### config.mk
export PLATFORM = sky130hd
export DESIGN_NAME = wb_pipe_reg
export DESIGN_NICKNAME = d
export VERILOG_FILES = /design/src/rtl/wb_pipe_reg_pkg.sv /design/src/rtl/wb_skid_entry.sv /design/src/rtl/wb_pipe_reg.sv
export SDC_FILE = /design/constraint.sdc
export NUM_CORES = 1
export LEC_CHECK = 0
export ABC_AREA = 1
export ABC_CLOCK_PERIOD_IN_PS = 2550
export BUFFER_PORTS_ARGS = -buffer_cell sky130_fd_sc_hd__buf_2
export CORE_ASPECT_RATIO = 0.8
export CORE_MARGIN = 1.5
export CORE_UTILIZATION = 40
export DETAILED_ROUTE_END_ITERATION = 12
export GPL_TIMING_DRIVEN = 0
export HOLD_SLACK_MARGIN = 0.15
export PLACE_DENSITY = 0.66
export SYNTH_ARGS = -nofsm -noshare
export SYNTH_HDL_FRONTEND = slang
export SYNTH_SLANG_ARGS = --single-unit
### constraint.sdc
create_clock -name clk_i -period 2.55 [get_ports clk_i]
set_input_delay 0.51 -clock clk_i [delete_from_list [all_inputs] [get_ports clk_i]]
set_output_delay 0.51 -clock clk_i [all_outputs]
set_load 0.02 [all_outputs]
### src/rtl/wb_pipe_reg_pkg.sv
// Shared widths and writeback payload layout for the MEM/WB pipeline register.
package wb_pipe_reg_pkg;

    localparam int unsigned DATA_WIDTH     = 32;
    localparam int unsigned RADDR_WIDTH    = 5;
    localparam int unsigned CSR_ADDR_WIDTH = 12;
    localparam int unsigned ZERO_REG       = 0;

    typedef struct packed {
        logic                      reg_we;
        logic [RADDR_WIDTH-1:0]    reg_waddr;
        logic [DATA_WIDTH-1:0]     reg_wdata;
        logic                      csr_we;
        logic [CSR_ADDR_WIDTH-1:0] csr_waddr;
        logic [DATA_WIDTH-1:0]     csr_wdata;
    } wb_payload_t;

    // Flattened payload width for non-default parameterisations.
    function automatic int unsigned payload_width(int unsigned dw, int unsigned rw, int unsigned cw);
        return 2 + 2 * dw + rw + cw;
    endfunction

endpackage

### src/rtl/wb_skid_entry.sv
// One pipeline entry: payload plus valid bit, with load and clear (clear wins).
module wb_skid_entry #(
    parameter int unsigned W = 8
) (
    input  logic         clk_i,
    input  logic         rst_i,
    input  logic         load_i,
    input  logic         clear_i,
    input  logic [W-1:0] d_i,
    output logic         valid_o,
    output logic [W-1:0] q_o
);

    logic         valid_q;
    logic [W-1:0] data_q;

    // Clear only drops the valid bit; the payload stays visible on the outputs.
    always_ff @(posedge clk_i) begin
        if (rst_i) begin
            valid_q <= 1'b0;
            data_q  <= '0;
        end else if (clear_i) begin
            valid_q <= 1'b0;
        end else if (load_i) begin
            valid_q <= 1'b1;
            data_q  <= d_i;
        end
    end

    assign valid_o = valid_q;
    assign q_o     = data_q;

endmodule

### src/rtl/wb_pipe_reg.sv
// MEM/WB pipeline register: output entry plus optional skid entry, gated writes,
// interrupt flush and a per-retire pulse with a wrapping retire counter.
module wb_pipe_reg
    import wb_pipe_reg_pkg::*;
#(
    parameter int unsigned DATA_WIDTH     = wb_pipe_reg_pkg::DATA_WIDTH,
    parameter int unsigned RADDR_WIDTH    = wb_pipe_reg_pkg::RADDR_WIDTH,
    parameter int unsigned CSR_ADDR_WIDTH = wb_pipe_reg_pkg::CSR_ADDR_WIDTH,
    parameter int unsigned CNT_WIDTH      = 64,
    parameter bit          SKID_EN        = 1'b1
) (
    input  logic                      clk_i,
    input  logic                      rst_i,
    input  logic                      in_valid_i,
    output logic                      in_ready_o,
    input  logic                      reg_we_i,
    input  logic [RADDR_WIDTH-1:0]    reg_waddr_i,
    input  logic [DATA_WIDTH-1:0]     reg_wdata_i,
    input  logic                      csr_we_i,
    input  logic [CSR_ADDR_WIDTH-1:0] csr_waddr_i,
    input  logic [DATA_WIDTH-1:0]     csr_wdata_i,
    input  logic                      wb_stall_i,
    input  logic                      flush_int_i,
    output logic                      reg_we_o,
    output logic [RADDR_WIDTH-1:0]    reg_waddr_o,
    output logic [DATA_WIDTH-1:0]     reg_wdata_o,
    output logic                      csr_we_o,
    output logic [CSR_ADDR_WIDTH-1:0] csr_waddr_o,
    output logic [DATA_WIDTH-1:0]     csr_wdata_o,
    output logic                      instret_incr_o,
    output logic [CNT_WIDTH-1:0]      retired_cnt_o
);

    localparam int unsigned PW = payload_width(DATA_WIDTH, RADDR_WIDTH, CSR_ADDR_WIDTH);

    logic [PW-1:0] in_pl, o_d, o_q, s_q;
    logic          o_valid, s_valid;
    logic          o_load, o_clear, s_load, s_clear;
    logic          accept, commit, o_reg_we, o_csr_we;

    assign in_pl = {reg_we_i, reg_waddr_i, reg_wdata_i, csr_we_i, csr_waddr_i, csr_wdata_i};
    assign {o_reg_we, reg_waddr_o, reg_wdata_o, o_csr_we, csr_waddr_o, csr_wdata_o} = o_q;

    assign accept = in_valid_i & in_ready_o;
    assign commit = o_valid & ~wb_stall_i;

    always_comb begin
        o_load  = 1'b0;
        o_clear = 1'b0;
        s_load  = 1'b0;
        s_clear = 1'b0;
        o_d     = in_pl;
        if (flush_int_i) begin
            o_clear = 1'b1;
            s_clear = 1'b1;
        end else if (commit) begin
            if (s_valid) begin
                o_load = 1'b1;
                o_d    = s_q;
            end else if (accept) begin
                o_load = 1'b1;
            end else begin
                o_clear = 1'b1;
            end
            if (s_valid && accept) s_load = 1'b1;
            else                   s_clear = 1'b1;
        end else if (accept) begin
            if (!o_valid) o_load = 1'b1;
            else          s_load = 1'b1;
        end
    end

    wb_skid_entry #(.W(PW)) u_entry_o (
        .clk_i   (clk_i),
        .rst_i   (rst_i),
        .load_i  (o_load),
        .clear_i (o_clear),
        .d_i     (o_d),
        .valid_o (o_valid),
        .q_o     (o_q)
    );

    generate
        if (SKID_EN) begin : g_skid
            wb_skid_entry #(.W(PW)) u_entry_s (
                .clk_i   (clk_i),
                .rst_i   (rst_i),
                .load_i  (s_load),
                .clear_i (s_clear),
                .d_i     (in_pl),
                .valid_o (s_valid),
                .q_o     (s_q)
            );
            // Ready comes straight from the skid valid register.
            assign in_ready_o = ~s_valid;
        end else begin : g_noskid
            assign s_valid    = 1'b0;
            assign s_q        = '0;
            assign in_ready_o = ~o_valid | ~wb_stall_i;
        end
    endgenerate

    assign reg_we_o = commit & o_reg_we & (reg_waddr_o != RADDR_WIDTH'(ZERO_REG));
    assign csr_we_o = commit & o_csr_we;

    logic                 instret_q;
    logic [CNT_WIDTH-1:0] cnt_q, cnt_d;

    // A commit in a flush cycle still retires; only reset clears the counter.
    assign cnt_d = cnt_q + CNT_WIDTH'(commit);

    always_ff @(posedge clk_i) begin
        if (rst_i) begin
            instret_q <= 1'b0;
            cnt_q     <= '0;
        end else begin
            instret_q <= commit;
            cnt_q     <= cnt_d;
        end
    end

    assign instret_incr_o = instret_q;
    assign retired_cnt_o  = cnt_q;

endmodule

After elaboration in Yosys (flattened, before gate mapping)
Index checks and enable logic that the tools add are counted.

Register bits after elaboration: 233. Word-level logic and storage cells: 43.

Add/sub/neg operators: 1. Mux-type cells: 21. Bitwise gates (word level): 9. Reductions and logical operators: 6.

Operators by type and width (number): $mux 83 (3); $add 64x1->64 (1); $mux 1 (18); $and 1x1->1 (5); $reduce_bool 5->1 (1); $not 1->1 (4); $reduce_and 2->1 (2); $reduce_or 2->1 (2); $logic_and 1x1->1 (1).

Logic depth before layout (Yosys ltp)
Depth in word-level cells: 8. Depth in mapped cells: 14. Gate-level depth less buffers: 13.

Cells and area by module
From an unflattened synthesis, not the netlist that was laid out.

Cells, all modules: 1813. Area total of the unflattened synthesis: 12035.3 um^2.

By module, submodules not included: wb_skid_entry (times used 2, cells an instance 541, area an instance 3535.9 um^2, seq. area each 1681.6 um^2); wb_pipe_reg (times used 1, cells an instance 731, area an instance 4963.5 um^2, seq. area each 1301.2 um^2).

Least setup slack after synthesis
Ideal clock, no wire load.

Path kind: input to register. Start point: input port wb_stall_i. End point: register cnt_q[52], in the netlist retired_cnt_o[52]. Library setup time: 113 ps. Arrival time: 2227 ps. Required time: 2437 ps. Setup slack: 210 ps. Cell stages on the path: 13. Buffers on the path: 1. Cell sequence: nor2_4 clkbuf_1 ha_1 ha_1 nand2_2 nor2_4 nand2_4 nor2_8 nand2_1 nor2_1 nand2_1 nand2_1 nor2_1.

Word-level cells in the longest chain between the ends: 3.

Ends and longest elaborated chain: start: declaration (RTL line wb_pipe_reg.sv:22) `input logic wb_stall_i,`; $not 1->1 (RTL line wb_pipe_reg.sv:45) `assign commit = o_valid & ~wb_stall_i;`; $and 1x1->1 (RTL line wb_pipe_reg.sv:45); via commit (RTL line wb_pipe_reg.sv:39) `logic accept, commit, o_reg_we, o_csr_we;`; $add 64x1->64 (RTL line wb_pipe_reg.sv:110) `assign cnt_d = cnt_q + CNT_WIDTH'(commit);`; end signal: assignment (RTL line wb_pipe_reg.sv:118) `cnt_q <= cnt_d;`; end: declaration (RTL line wb_pipe_reg.sv:107) `logic [CNT_WIDTH-1:0] cnt_q, cnt_d;`.

The timed path passes the listed nets, and every way through them passes these cells. A chain may end at the register's enable or synchronous reset.

Worst setup path after layout
Start point: register u_entry_o.valid_q, in the netlist u_entry_o.valid_o. End point: register cnt_q[52], in the netlist retired_cnt_o[52].

Word-level cells in the longest chain between the ends: 2.

Ends and longest elaborated chain: start: declaration (RTL line wb_skid_entry.sv:14) `logic valid_q;`; start signal: assignment (RTL line wb_skid_entry.sv:20) `valid_q <= 1'b0;`; start signal: assignment (RTL line wb_skid_entry.sv:23) `valid_q <= 1'b0;`; start signal: assignment (RTL line wb_skid_entry.sv:25) `valid_q <= 1'b1;`; $and 1x1->1 (RTL line wb_pipe_reg.sv:45); $add 64x1->64 (RTL line wb_pipe_reg.sv:110).

Every way passes these cells.

==> metrics.cfg <==
[run_status]
status = completed

[die]
die_h_um = 154.7
std_cell_rows = 55
io_pins = 237
core_area_um2 = 28280
die_w_um = 192.7
die-area_um2 = 29810
start_util_pct = 40.70

[sta]
setup_viol = 0
tightest_slew_ps = 717.7
finalCritPeriodShare_pct = 91.66
finalHoldViolations = 0
holdWs_ps = 210.3
rsz0062_at_grt = no
clock_skew_ps = 15.18
period_needed_ps = 2337
max-slew-margin-rel_pct = 52.16
fmax_mhz = 427.8
tns_ps = 0
drv_slew = 0

[cells_and_area]
fin_cells = 2320
utilization_pct = 49.33
final_nets = 2016
layout_common_cells = 333 x nor2_1, 283 x nand2_1, 279 x buf_2
final_common_cell = nor2_1
fillerInstances = 2850
syn_to_final_growth_pct = 21.21
layout-drive-gt1-share_pct = 23.57

[global_routing]
grt_overflow_total = 0
grt_usage_pct = 24.28
antenna_found_initial = 9
grt_first_pass_wirelength_um = 57760
grt_max_degree = 13
grt_pass1_vias = 10840

[detailed_routing]
via_per_inst = 5.048
ant_nets = 0
drt_wl_total_um = 36720
wl_per_cell_um = 15.83
drcViolationCount = 0
drtIter0Drc = 887
route.vias.total = 11710
dr.pass1.iters = 6

[logic_synthesis]
synth_cell_type_count = 32
ys_ff_latch = 233
syn_area_um2 = 11510
yosysSeqAreaShare_pct = 40.52
postSynthAreaPerCell_um2 = 6.926
yosysWarningCount = 0
syn-num-nets = 1752
synthCells = 1662

[worst_setup_path]
critPathTopFamily = simple AND/OR/NAND/NOR gates
cp_max_fo = 7
cp-start-kind = register
cp.buffers_inverters = 1
worstPathCellList = inv_2, nor2_4, ha_1, ha_1, nand2_2, nor2_4, nand2_4, nor2_8, nand2_1, nor2_1, nand2_1, nand2_1, nor2_1
path_class = register to register
worstSetupEndpointType = register
crit_path_frequent_cell = nand2_1
r2r_setup_slack_ps = 210
required_ps = 2980
critPathSlowestCell = dfxtp_1
critPathArrivalTime_ps = 2770
critPathMaxStageDelay_ps = 360

[clock_network]
insertion_delay_ps = 530
clockBufferDepth = 3
cts_buffers = 26
htree_levels = 1
cts_tree = done
cts-root-buf = clkbuf_16
cts_num_sinks = 233
cts.clk_slew.worst_paths_ps = 60

[place]
hpwl_um = 27230
dp.cells = 2267
io_buffers = 235
gp_congestion = 0.9638

[worst_hold_path]
hp-class = primary input to register

[run]
drv_cap = 0

[pwr]
leakagePower_nw = 6.864
p_per_area_nw_per_um2 = 590.4
irDropWorstVdd_uv = 454.3

state kept, by name (all words and copies together), names as in the netlist:
name,cells
u_entry_o.valid_o,1
instret_incr_o,1
retired_cnt_o,64
g_skid.u_entry_s.q_o,83
g_skid.u_entry_s.valid_o,1
u_entry_o.q_o,83
where the power goes:
| group | switching [mW] | internal, mW |
|---|---|---|
| Combinational | 0.532 | 0.366 |
| Clock | 1.51 | 1.99 |
| Sequential | 0.0716 | 3.77 |
| Total | 2.11 | 6.12 |
worst min-delay path, stage by stage:
cell,delay [ps]
buf_2,90
nor2_1,40
nor2_1,80
final timing paths:
kind | cells after the start | endpoint | from
setup reg to reg | 13 | retired_cnt_o[52] | u_entry_o.valid_o
hold / removal | 3 | g_skid.u_entry_s.q_o[0] | csr_wdata_i[0]
hold reg to reg | 2 | retired_cnt_o[63] | retired_cnt_o[63]
setup / recovery | 13 | retired_cnt_o[52] | u_entry_o.valid_o
cells in the mapped netlist (all sizes together):
cell type	count	area (um^2)
clkinv	1	3.750
o21a	7	52.55
nor2	351	1403
xor2	9	78.83
o21bai	7	52.55
dfxtp	233	4664
buf	141	918.4
a211oi	1	7.510
a21oi	27	138.9
nor3	3	15.01
nand4	98	613.1
xnor2	1	8.760
nor3b	1	7.510
inv	166	623.1
o21ai	95	475.5
o211ai	83	623.1
nand2	288	1099
ha	2	25.02
clkbuf	37	138.9
a31oi	2	12.51
nand3	109	550.5
metrics by stage:
step | area [um^2] | power [mW] | setup WS [ps]
4_1_cts | 13930 | 8.305 | 218.1
3_5_place_dp | 13150 | 4.810 | -660.8
3_3_place_gp | 13150 | 4.801 | -627.2
5_1_grt | 13940 | 8.570 | 44.89
2_1_floorplan | 11510 | 4.493 | 209.6
6_report | 13950 | 8.237 | 212.7
final cells by class:
| cell class | count | area, um^2 | area share (%) |
|---|---|---|---|
| antenna | 7 | 17.52 | 0.1255 |
| buffer | 177 | 1054 | 7.551 |
| clock buffer | 39 | 740.7 | 5.309 |
| clock inverter | 6 | 30.03 | 0.2152 |
| inverter | 167 | 626.9 | 4.493 |
| multi-input combinational | 1084 | 5165 | 37.02 |
| sequential | 233 | 4664 | 33.43 |
| tap | 370 | 462.9 | 3.318 |
| timing repair buffer | 237 | 1191 | 8.537 |
kinds of logic (layout without fill, tap and decap cells):
group | Yosys count | in the layout | share of synthesized area [%]
AND/OR/NAND/NOR | 850 | 850 | 32.03
buffers and inverters | 345 | 626 | 14.63
flip-flops | 233 | 233 | 40.52
AO/OA/AOI/OAI | 222 | 222 | 11.84
XOR/XNOR | 10 | 10 | 0.7609
adder cells (fa/ha/maj) | 2 | 2 | 0.2174
other | 0 | 7 | 0
metal layers:
layer  vias up  global-route usage, %  wire length (um)
met5         -                      0                21
met4         4                  6.571               791
met3        58                  4.947              2914
met2       397                  35.33             15200
met1      5367                  35.95             17790
li1       5885                      -                 -
what timing repair did:
action | in CTS | in global routing
setup buffers | 2 | 0
hold endpoints to repair | 0 | 0
gates resized for setup | 0 | 1
hold buffers | 0 | 0
endpoints found under the setup margin | 47 | 1
pin swaps | 1 | 0
Note: power is estimated with default switching activity, not from simulation.
